### config.mk
export PLATFORM = sky130hd
export DESIGN_NAME = sample_lane_gen
export DESIGN_NICKNAME = d
export VERILOG_FILES = /design/src/rtl/raster_iter_pkg.sv /design/src/rtl/sample_lane_gen.sv
export SDC_FILE = /design/constraint.sdc
export NUM_CORES = 1
export LEC_CHECK = 0
export BUFFER_PORTS_ARGS = -buffer_cell sky130_fd_sc_hd__clkbuf_2
export CORE_MARGIN = 2
export CORE_UTILIZATION = 47
export DETAILED_ROUTE_END_ITERATION = 16
export GPL_TIMING_DRIVEN = 0
export MAX_ROUTING_LAYER = met4
export PLACE_DENSITY = 0.81
export SYNTH_ARGS = -nofsm -noshare
export SYNTH_HDL_FRONTEND = slang
export SYNTH_SLANG_ARGS = --single-unit
### constraint.sdc
create_clock -name vclk -period 5.32
set_input_delay 1.064 -clock vclk [all_inputs]
set_output_delay 1.064 -clock vclk [all_outputs]
set_load 0.02 [all_outputs]
### src/rtl/raster_iter_pkg.sv
// Shared types and helpers for the raster sample iterators.
// Holds the datapath sizes, the iterator state encoding and the subsample step function.
package raster_iter_pkg;
    localparam int SIGFIG = 24;
    localparam int RADIX  = 10;
    localparam int VERTS  = 3;
    localparam int AXIS   = 3;
    localparam int COLORS = 3;
    localparam int LANES  = 4;

    typedef enum logic [0:0] {
        WAIT_STATE = 1'b0,
        TEST_STATE = 1'b1
    } state_t;

    // One-hot MSAA width to fixed-point step between adjacent subsamples.
    function automatic logic [SIGFIG-1:0] delta(input logic [3:0] sub_sample);
        logic [SIGFIG-1:0] d;
        d = {{(SIGFIG-4){1'b0}}, sub_sample};
        return d << (RADIX - 3);
    endfunction
endpackage

### src/rtl/sample_lane_gen.sv
// Combinational lane expander: the group base (bx, by) becomes LANES samples,
// a per-lane inside-row mask and the end-of-row flag.
module sample_lane_gen
    import raster_iter_pkg::*;
(
    input  logic signed [SIGFIG-1:0] bx,
    input  logic signed [SIGFIG-1:0] by,
    input  logic        [SIGFIG-1:0] step,
    input  logic signed [SIGFIG-1:0] ur_x,
    output logic signed [SIGFIG-1:0] lane_s [LANES][2],
    output logic        [LANES-1:0]  lane_mask,
    output logic                     row_end
);
    localparam int W = SIGFIG + 1;

    logic signed [W-1:0] bx_w;
    logic signed [W-1:0] step_w;
    logic signed [W-1:0] urx_w;
    logic signed [W-1:0] last_x_w;
    logic signed [W-1:0] lane_x_w [LANES];

    // One extra bit keeps the far lanes from wrapping past the top of the range.
    always_comb begin
        bx_w     = {bx[SIGFIG-1], bx};
        step_w   = {1'b0, step};
        urx_w    = {ur_x[SIGFIG-1], ur_x};
        for (int i = 0; i < LANES; i++) begin
            lane_x_w[i]  = bx_w + W'(i) * step_w;
            lane_mask[i] = (lane_x_w[i] <= urx_w);
            lane_s[i][0] = lane_x_w[i][SIGFIG-1:0];
            lane_s[i][1] = by;
        end
        last_x_w = bx_w + W'(LANES - 1) * step_w;
        row_end  = (last_x_w >= urx_w);
    end
endmodule

==> out/metrics.yaml <==
worst_slew_pin_slew_ns: 0.4483
p_leak_nw: 5.121
critPathKind: "primary input to output port"
synthXorXnorAreaFrac_pct: 7.786
multi_input_area_um2: 6603
wire_per_inst_um: 17.33
maxSlewHeadroom_pct: 69.80
antenna_left: 0
finalWeightedCongestion: 0.9893
num_antenna_cells: 0
grt_max_degree: 10
die-area_um2: 16320
drt_wl_total_um: 24240
grt_first_pass_wirelength_um: 36660
grt_overflow_total: 0
die_w_um: 127.8
ir_drop_mv: 0.2421
synthesis.area_um2: 7199
startpoint_type: "primary input"
hold_depth: 2
min_to: "lane_s[100]"
yosys.area_share.simple_pct: 13.12
dr.first_iter.drc_count: 484
cp_num_buf_inv: 4
crit_required_ns: 4.26
fmax_mhz: 168.3
layout_setup_ws_ns: -0.6213
synth_top_family_by_area: "adder cells"
hpwl_um: 20360
antenna_found_initial: 0
maxCapViolCount: 0
nClkBuffers: 0
synth_most_common_cell: "ha_1"
finish.utilization_pct: 64.31
yosysTopAreaCell: "ha_1"
grtUsageTotal_pct: 28.43
worst_setup_path_end_kind: "output port"
maxSlewViolCount: 0
synth_nets: 1201
rsz0062_at_grt: "yes"
fin_nets: 1503
synth_top_cell_area_share_pct: 29.02
setup_viol_count_final: 4
arrival_ns: 4.88
postSynthCellCount: 911
fin_crit_ns: 5.941
period_share_pct: 111.7
via_per_inst: 5.652
synthAdderAreaFrac_pct: 36.53
num-fill-cells: 1364
outcome: "complete, but fails checks"
design.seq.count: 0
crit_chain: "clkbuf_16 > ha_4 > fa_2 > a211oi_4 > nor4b_4 > o31ai_4 > buf_6 > o31ai_4 > a21oi_2 > xnor2_2 > ha_1 > nand4_1 > nor4_4 > nand4_1 > buf_6 > nor3_4 > a31oi_1 > a21oi_2 > clkbuf_8"
stdcell_count: 1399
row_count: 45
drt_first_pass_iters: 5
ctsHoldBuffers: 0
grt_pass1_vias: 7417
cp_slowest_stage_delay_ns: 0.42
hp-start: "by[4]"
hold_class: "primary input to output port"
io_pins: 293
synth_area_leaders: "ha_1, buf_4, fa_1"
core_um2: 15090
violations: "setup timing"
fp.dieH_um: 127.8
synth_compound_area_share_pct: 26.02
area.growth.synth_to_final_pct: 34.79
crit_fanout: 4
synth_cell_type_count: 65
hold_viol: 0
place_inst: 1368
route.detailed.drc: 0
synth_warnings: 0
vias: 7907
io_buffers: 269
crit_family: "compound AO/OA/AOI/OAI gates"
synthMuxAreaShare_pct: 0.1390
start_util_pct: 47.71
avgSynthCellArea_um2: 7.903
pwr_density_cell_nw_per_um2: 226.3
yosysSeqAreaShare_pct: 0
cp_slowest_cell: "fa_2"
synthTopCellsByCount: "ha_1, buf_4, a21oi_1, a21o_1"
drive_above_1_share_pct: 43.44
regArea_um2: 0
==> cells by family after synthesis <==
family	count (synthesis)
buffers and inverters	186
muxes	1
and+or+nand+nor	184
xor gates and xnor gates	64
AOI/OAI and AO/OA	282
adders and majority gates	194
==> layout by cell type (no fill, tap or decap), types with 33 or more instances in the layout <==
| cell type | netlist | routed |
|---|---|---|
| ha_1 | 167 | 149 |
| buf_4 | 122 | 158 |
| a21oi_1 | 91 | 79 |
| inv_1 | 49 | 48 |
| nand2_1 | 49 | 47 |
| o21ai_0 | 47 | 38 |
| a21o_1 | 54 | 53 |
| xnor2_1 | 40 | 33 |
| nand4_1 | 34 | 34 |
| nor2_1 | 43 | 43 |
| clkbuf_2 | 0 | 260 |
==> area by class of cell <==
cell class,instances,share of cell area (%)
inverter,49,1.895
buffer,132,10.08
multi-input combinational,725,68.04
tap,188,2.424
timing repair buffer,305,17.56
==> what timing repair did <==
item / 4_1_cts / 5_1_grt
endpoints found under the hold margin: 0 / 0
gates cloned: 0 / 0
pin swaps: 39 / 37
gates resized for setup: 57 / 46
setup buffers: 24 / 12
setup endpoints to repair: 4 / 4
==> stage by stage <==
stage	setup WS [ns]	setup TNS (ns)	instance area, um^2	total power, mW	hold slack, ns
after floorplan	-0.1913	-0.3703	7313	1.368	2.241
after global placement	-1.122	-3.735	8895	1.901	2.352
after detailed placement	-1.102	-3.727	8895	1.928	2.352
after CTS	-0.6689	-2.229	9373	2.094	2.352
after global routing	-0.7370	-2.757	9704	2.375	2.355
final	-0.6213	-2.252	9704	2.196	2.351
==> metal layers <==
metal,GRT usage (%),vias up,share of wire (%)
li1,-,3831,-
met5,-,-,0
met3,2.796,56,7.2
met2,48.03,389,47
met4,6.723,0,2.6
met1,36.76,3631,43
==> where the power goes <==
part	internal, mW	leakage [nW]	switching [mW]
clock	0	0	0
sequential	0	0	0
combinational	0.905	5.12	1.29
total	0.905	5.12	1.29
==> how the worst max path moves through the flow <==
stage	to	startpoint	slack (ns)	cells past startpoint
3_5_place_dp	lane_mask[2]	bx[1]	-1.10	18
2_1_floorplan	row_end	bx[1]	-0.19	16
5_1_grt	row_end	bx[11]	-0.74	18
6_report	lane_mask[1]	step[0]	-0.62	19
3_3_place_gp	lane_mask[1]	bx[2]	-1.12	17
4_1_cts	lane_mask[1]	step[0]	-0.67	19
Note: power is estimated with default switching activity, not from simulation.
